==> config.mk <==
export PLATFORM = sky130hd
export DESIGN_NAME = pc_gen_flat
export DESIGN_NICKNAME = d
export VERILOG_FILES = /design/src/rtl/pc_pkg.sv /design/src/rtl/pc_if.sv /design/src/rtl/pc_range_chk.sv /design/src/rtl/pc_gen.sv /design/src/flat_wrapper.sv
export SDC_FILE = /design/constraint.sdc
export NUM_CORES = 1
export LEC_CHECK = 0
export CORE_UTILIZATION = 47
export CTS_BUF_LIST = sky130_fd_sc_hd__clkbuf_8
export DETAILED_ROUTE_END_ITERATION = 12
export PLACE_DENSITY = 0.89
export SLEW_MARGIN = 20
export SYNTH_ARGS = -nofsm -noshare
export SYNTH_HDL_FRONTEND = slang
export SYNTH_HIERARCHICAL = 1
export SYNTH_SLANG_ARGS = --single-unit
==> constraint.sdc <==
create_clock -name clk -period 5.6 [get_ports clk]
set_input_delay 0.56 -clock clk [delete_from_list [all_inputs] [get_ports clk]]
set_output_delay 0.56 -clock clk [all_outputs]
set_load 0.005 [all_outputs]
==> src/rtl/pc_pkg.sv <==
// Shared types and default constants for the fetch program-counter generator.
package pc_pkg;

  typedef enum logic [1:0] {
    BOOT = 2'd0,
    RUN  = 2'd1,
    HALT = 2'd2
  } state_e;

  typedef enum logic [2:0] {
    NPC_SEQ  = 3'd0,
    NPC_HOLD = 3'd1,
    NPC_BR   = 3'd2,
    NPC_EXC  = 3'd3,
    NPC_ERET = 3'd4
  } npc_sel_e;

  localparam logic [31:0] DEF_RESET_ADDR = 32'h0000_3000;
  localparam logic [31:0] DEF_EXC_VECTOR = 32'h0000_4180;
  localparam logic [31:0] DEF_IM_BASE    = 32'h0000_3000;

endpackage

==> src/rtl/pc_if.sv <==
// Control inputs and fetch-side outputs of the PC generator.
interface pc_if #(
  parameter int XLEN = 32
);
  logic            stall;
  logic            redirect;
  logic [XLEN-1:0] redirect_tgt;
  logic            exc_req;
  logic [XLEN-1:0] exc_pc;
  logic            eret;
  logic            halt_req;
  logic [XLEN-1:0] pc;
  logic [XLEN-1:0] pc_plus4;
  logic            fetch_valid;
  logic            fetch_fault;
  logic [XLEN-1:0] epc;
  logic            halted;

  modport master (
    output stall, redirect, redirect_tgt, exc_req, exc_pc, eret, halt_req,
    input  pc, pc_plus4, fetch_valid, fetch_fault, epc, halted
  );

  modport slave (
    input  stall, redirect, redirect_tgt, exc_req, exc_pc, eret, halt_req,
    output pc, pc_plus4, fetch_valid, fetch_fault, epc, halted
  );
endinterface

==> src/rtl/pc_range_chk.sv <==
// Combinational word-alignment and memory-window check for an address.
module pc_range_chk #(
  parameter int              XLEN     = 32,
  parameter logic [XLEN-1:0] IM_BASE  = XLEN'(32'h0000_3000),
  parameter int              IM_WORDS = 4096
) (
  input  logic [XLEN-1:0] addr,
  output logic            fault
);

  // One extra bit so base + span cannot wrap past the top of the address space.
  localparam logic [XLEN:0] LO   = {1'b0, IM_BASE};
  localparam logic [XLEN:0] SPAN = (XLEN+1)'(64'(IM_WORDS) * 64'd4);
  localparam logic [XLEN:0] HI   = LO + SPAN - (XLEN+1)'(4);

  logic [XLEN:0] addr_x;
  logic [XLEN:0] lo_diff;
  logic          below;
  logic          above;

  assign addr_x  = {1'b0, addr};
  assign lo_diff = addr_x - LO;
  assign below   = lo_diff[XLEN];
  assign above   = addr_x > HI;
  assign fault   = (addr[1:0] != 2'b00) || below || above;

endmodule

==> src/rtl/pc_gen.sv <==
// Fetch PC register with BOOT/RUN/HALT control, prioritised next-PC select and EPC.
module pc_gen
  import pc_pkg::*;
#(
  parameter int              XLEN       = 32,
  parameter logic [XLEN-1:0] RESET_ADDR = XLEN'(DEF_RESET_ADDR),
  parameter logic [XLEN-1:0] EXC_VECTOR = XLEN'(DEF_EXC_VECTOR),
  parameter logic [XLEN-1:0] IM_BASE    = XLEN'(DEF_IM_BASE),
  parameter int              IM_WORDS   = 4096
) (
  input logic clk,
  input logic rst_n,
  pc_if.slave bus
);

  state_e          state_q, state_d;
  npc_sel_e        npc_sel;
  logic [XLEN-1:0] pc_q, pc_d;
  logic [XLEN-1:0] epc_q, epc_d;
  logic [XLEN-1:0] pc_inc;
  logic            fetch_valid;
  logic            range_fault;

  assign pc_inc = pc_q + XLEN'(4);

  always_comb begin
    state_d = state_q;
    epc_d   = epc_q;
    npc_sel = NPC_HOLD;
    case (state_q)
      BOOT: state_d = RUN;
      RUN: begin
        // Halt outranks everything; exception outranks eret, so epc is overwritten.
        if (bus.halt_req) begin
          state_d = HALT;
        end else if (bus.exc_req) begin
          npc_sel = NPC_EXC;
          epc_d   = {bus.exc_pc[XLEN-1:2], 2'b00};
        end else if (bus.eret) begin
          npc_sel = NPC_ERET;
        end else if (bus.redirect) begin
          npc_sel = NPC_BR;
        end else if (bus.stall) begin
          npc_sel = NPC_HOLD;
        end else begin
          npc_sel = NPC_SEQ;
        end
      end
      default: ;
    endcase
  end

  always_comb begin
    pc_d = pc_q;
    case (npc_sel)
      NPC_SEQ:  pc_d = pc_inc;
      NPC_BR:   pc_d = bus.redirect_tgt;
      NPC_EXC:  pc_d = EXC_VECTOR;
      NPC_ERET: pc_d = epc_q;
      default:  pc_d = pc_q;
    endcase
  end

  always_ff @(posedge clk or negedge rst_n) begin
    if (!rst_n) begin
      state_q <= BOOT;
      pc_q    <= RESET_ADDR;
      epc_q   <= '0;
    end else begin
      state_q <= state_d;
      pc_q    <= pc_d;
      epc_q   <= epc_d;
    end
  end

  pc_range_chk #(
    .XLEN    (XLEN),
    .IM_BASE (IM_BASE),
    .IM_WORDS(IM_WORDS)
  ) u_range_chk (
    .addr (pc_q),
    .fault(range_fault)
  );

  assign fetch_valid     = (state_q == RUN);
  assign bus.pc          = pc_q;
  assign bus.pc_plus4    = pc_inc;
  assign bus.fetch_valid = fetch_valid;
  assign bus.fetch_fault = fetch_valid & range_fault;
  assign bus.epc         = epc_q;
  assign bus.halted      = (state_q == HALT);

endmodule

==> src/flat_wrapper.sv <==
// flat-port wrapper written by rule: the top's interface ports become plain ports
module pc_gen_flat import pc_pkg::*;
#(
  parameter int              XLEN       = 32,
  parameter logic [XLEN-1:0] RESET_ADDR = XLEN'(DEF_RESET_ADDR),
  parameter logic [XLEN-1:0] EXC_VECTOR = XLEN'(DEF_EXC_VECTOR),
  parameter logic [XLEN-1:0] IM_BASE    = XLEN'(DEF_IM_BASE),
  parameter int              IM_WORDS   = 4096
)
  (clk, rst_n, bus_stall, bus_redirect, bus_redirect_tgt, bus_exc_req, bus_exc_pc, bus_eret, bus_halt_req, bus_pc, bus_pc_plus4, bus_fetch_valid, bus_fetch_fault, bus_epc, bus_halted);
  pc_if #(.XLEN(XLEN)) bus_i ();
  input logic clk;
  input logic rst_n;
  input wire logic [$bits(bus_i.stall)-1:0] bus_stall;
  input wire logic [$bits(bus_i.redirect)-1:0] bus_redirect;
  input wire logic [$bits(bus_i.redirect_tgt)-1:0] bus_redirect_tgt;
  input wire logic [$bits(bus_i.exc_req)-1:0] bus_exc_req;
  input wire logic [$bits(bus_i.exc_pc)-1:0] bus_exc_pc;
  input wire logic [$bits(bus_i.eret)-1:0] bus_eret;
  input wire logic [$bits(bus_i.halt_req)-1:0] bus_halt_req;
  output wire logic [$bits(bus_i.pc)-1:0] bus_pc;
  output wire logic [$bits(bus_i.pc_plus4)-1:0] bus_pc_plus4;
  output wire logic [$bits(bus_i.fetch_valid)-1:0] bus_fetch_valid;
  output wire logic [$bits(bus_i.fetch_fault)-1:0] bus_fetch_fault;
  output wire logic [$bits(bus_i.epc)-1:0] bus_epc;
  output wire logic [$bits(bus_i.halted)-1:0] bus_halted;
  assign bus_i.stall = bus_stall;
  assign bus_i.redirect = bus_redirect;
  assign bus_i.redirect_tgt = bus_redirect_tgt;
  assign bus_i.exc_req = bus_exc_req;
  assign bus_i.exc_pc = bus_exc_pc;
  assign bus_i.eret = bus_eret;
  assign bus_i.halt_req = bus_halt_req;
  assign bus_pc = bus_i.pc;
  assign bus_pc_plus4 = bus_i.pc_plus4;
  assign bus_fetch_valid = bus_i.fetch_valid;
  assign bus_fetch_fault = bus_i.fetch_fault;
  assign bus_epc = bus_i.epc;
  assign bus_halted = bus_i.halted;
  pc_gen #(.XLEN(XLEN), .RESET_ADDR(RESET_ADDR), .EXC_VECTOR(EXC_VECTOR), .IM_BASE(IM_BASE), .IM_WORDS(IM_WORDS)) u_core (.clk(clk), .rst_n(rst_n), .bus(bus_i));
endmodule
==> flow_metrics.tcl <==
set metrics [dict create \
    timing.rr.start "u_core/state_q[1]" \
    slew_headroom_pct 27.4 \
    fp-row-count 32 \
    cts_made_buffers 9 \
    cts_tree "done" \
    vdd_drop_max_uv 173 \
    gp_congestion 0.894 \
    clk_pin_slew_ns 0.07 \
    antenna_found_initial 0 \
    cap_violations 0 \
    leakagePower_nw 2.21 \
    netlist_top_cells_area "dfrtp_1, mux2_2, xnor2_1" \
    dp.cells 620 \
    nFillCells 594 \
    netlist.area_leader.share_pct 40.4 \
    period_minus_slack_ns 3.65 \
    clockBufferDepth 2 \
    seq_area_frac_synth_pct 41.8 \
    grt_pass1_wl_um 19600 \
    vias 3857 \
    drv_slew 0 \
    yosysUniqueCellTypes 56 \
    critPathLaunch "u_core/bus.pc[2]" \
    p_per_area_mw_per_mm2 221 \
    die_y_um 92.4 \
    cts_root_buf "clkbuf_8" \
    yosys_warnings 6 \
    clk_latency_ns 0.34 \
    cp_top_family "simple AND/OR/NAND/NOR gates" \
    timing.hold.worst.class "in -> async" \
    core_mm2 0.00781 \
    grt_pass1_vias 3916 \
    seq_area_mm2 0.00160 \
    port_buffers 165 \
    htree_levels 3 \
    rsz0062_at_grt "false" \
    routed_via_density 6.06 \
    cts_resized 0 \
    cp.arrival_ns 3.09 \
    drtIter0Drc 446 \
    period_share_pct 65.2 \
    dr.pass1.iters 6 \
    crit_buf_inv 2 \
    layout-drive-gt1-share_pct 11.6 \
    synth_top_flop_cell "dfrtp_1" \
    critPathSlowestCell "or4_4" \
    area_delta_synth_final_pct 47.4 \
    required_ns 5.04 \
    grt_max_degree 65 \
    initial_core_util_pct 49.2 \
    synthArstFlopShare_pct 100 \
    path_class "reg -> out" \
    finClkSkew_ns 0.00964 \
    finalHoldViolations 0 \
    post-dp-hpwl_um 8750 \
    tightest_slew_ns 1.09 \
    max_stage_delay_ns 0.60 \
    dieArea_mm2 0.00853 \
    synth_edf_count 0 \
    setup_viol 0 \
    path_cells "ha_1, inv_1, or4_4, or4_4, xnor2_1, clkdlybuf4s50_1" \
    cts.sinks 64 \
    ys_seq_elements 64 \
    ctsHoldBuffers 0 \
    fmax_ghz 0.274 \
    ant_nets 0 \
    routed_wl_um 12500 \
    cp-end-kind "primary output" \
    synth.avg_cell_area_um2 10.0 \
    critPathLaunchType "flip-flop" \
    route.detailed.wl_per_inst_um 19.7 \
    synth_area_mm2 0.00384 \
    finalSetupTns_ns 0 \
    worst-path-max-fanout 7 \
    grtUsageTotal_pct 29.6 \
    synth_top_cell_by_area "dfrtp_1" \
    grt_overflow 0 \
    cts_setup_buffers 0 \
    io_pins 170 \
    nNetsFinal 602 \
    die_x_um 92.4 \
    final_cells 636 \
    drcViolationCount 0 \
    antenna_cells 0 \
    multiInputGateArea_mm2 0.00202 \
    crit_top_cell "or4_4" \
    syn_inst 382 \
    outcome "complete, no violations" \
]
==> path summary, 6_finish.rpt <==
kind	slack [ns]	cells past startpoint	to
worst min register to register	0.52	2	u_core/bus.pc[12]
max in group asynchronous	4.64	2	u_core/bus.epc[28]
worst max register to register	3.00	4	u_core/bus.pc[26]
worst min-delay path	0.39	2	u_core/bus.epc[29]
min in group clk	0.52	2	u_core/bus.pc[12]
worst max-delay path	1.95	6	bus_pc_plus4[22]
==> cells in the mapped netlist (8+ instances only) <==
library cell  number
nor2_1            24
xor2_1             9
a222oi_1          14
nand4_1           10
nor3_1             8
nand3_1           19
mux2_2            30
a22o_1             9
a22oi_1            9
nand2_1           28
o21ai_0           19
nor4_1             9
clkbuf_1          16
xnor2_1           20
dfrtp_1           62
==> cell usage in the layout (no fill, tap or decap), types with 4 or more instances in the layout <==
| cell type | netlist | layout |
|---|---|---|
| nand2_1 | 28 | 28 |
| o21ai_0 | 19 | 19 |
| a222oi_1 | 14 | 14 |
| nor2_1 | 24 | 23 |
| nand3_1 | 19 | 19 |
| nor3_1 | 8 | 8 |
| mux2_2 | 30 | 30 |
| a22oi_1 | 9 | 9 |
| xor2_1 | 9 | 9 |
| inv_1 | 7 | 9 |
| o31ai_1 | 4 | 4 |
| a21oi_1 | 5 | 5 |
| clkdlybuf4s50_1 | 0 | 164 |
| a31oi_1 | 6 | 6 |
| clkbuf_8 | 4 | 9 |
| nor4_1 | 9 | 9 |
| a21o_1 | 6 | 6 |
| dfrtp_1 | 62 | 62 |
| xnor2_1 | 20 | 20 |
| nand4_1 | 10 | 10 |
| a22o_1 | 9 | 9 |
==> power breakdown <==
| part | total [mW] | leakage (nW) | internal, mW | switching, mW |
|---|---|---|---|---|
| combinational | 0.270 | 1.28 | 0.185 | 0.0855 |
| clock | 0.419 | 0.111 | 0.244 | 0.175 |
| sequential | 0.561 | 0.819 | 0.505 | 0.0561 |
| total | 1.25 | 2.21 | 0.933 | 0.317 |
==> routing by layer <==
layer	part of all wire [%]	GRT usage, %	wire length, µm
met5	0	0	0
met4	3.5	15.5	436
met3	7.4	5.09	928
met2	49	49.0	6200
met1	40	37.0	4980
==> kinds of logic after synthesis <==
logic type / share of synthesized area [%]
adders and majority gates: 0.326
muxes: 8.80
and+or+nand+nor: 18.4
AOI/OAI and AO/OA: 18.0
DFF: 41.8
other: 0.0977
xor gates and xnor gates: 6.62
buffers and inverters: 6.03
==> state kept, by name (all words and copies together), names as in the netlist <==
signal / flops
u_core/bus.epc: 30
u_core/state_q: 2
u_core/bus.pc: 32
==> cell type report <==
type	instances	share of cell area [%]
Clock buffer	9	2.19
Clock inverter	6	1.37
Inverter	7	0.464
Multi-Input combinational cell	280	35.7
Sequential cell	64	28.4
Tap cell	102	2.26
Timing Repair Buffer	168	29.6
==> through the flow <==
| step | utilization [%] | power, mW | instance area (µm²) | worst slack, ns | hold WS (ns) |
|---|---|---|---|---|---|
| after floorplan | - | 0.640 | 3840 | 3.00 | 0.264 |
| after global placement | 69.7 | 0.828 | 5440 | 2.38 | 0.504 |
| after detailed placement | 69.7 | 0.838 | 5440 | 2.35 | 0.513 |
| after CTS | 72.3 | 1.25 | 5640 | 1.97 | 0.432 |
| after global routing | 72.5 | 1.30 | 5660 | 1.85 | 0.478 |
| final | 72.5 | 1.25 | 5660 | 1.95 | 0.386 |
(Power assumes the default switching activity.)
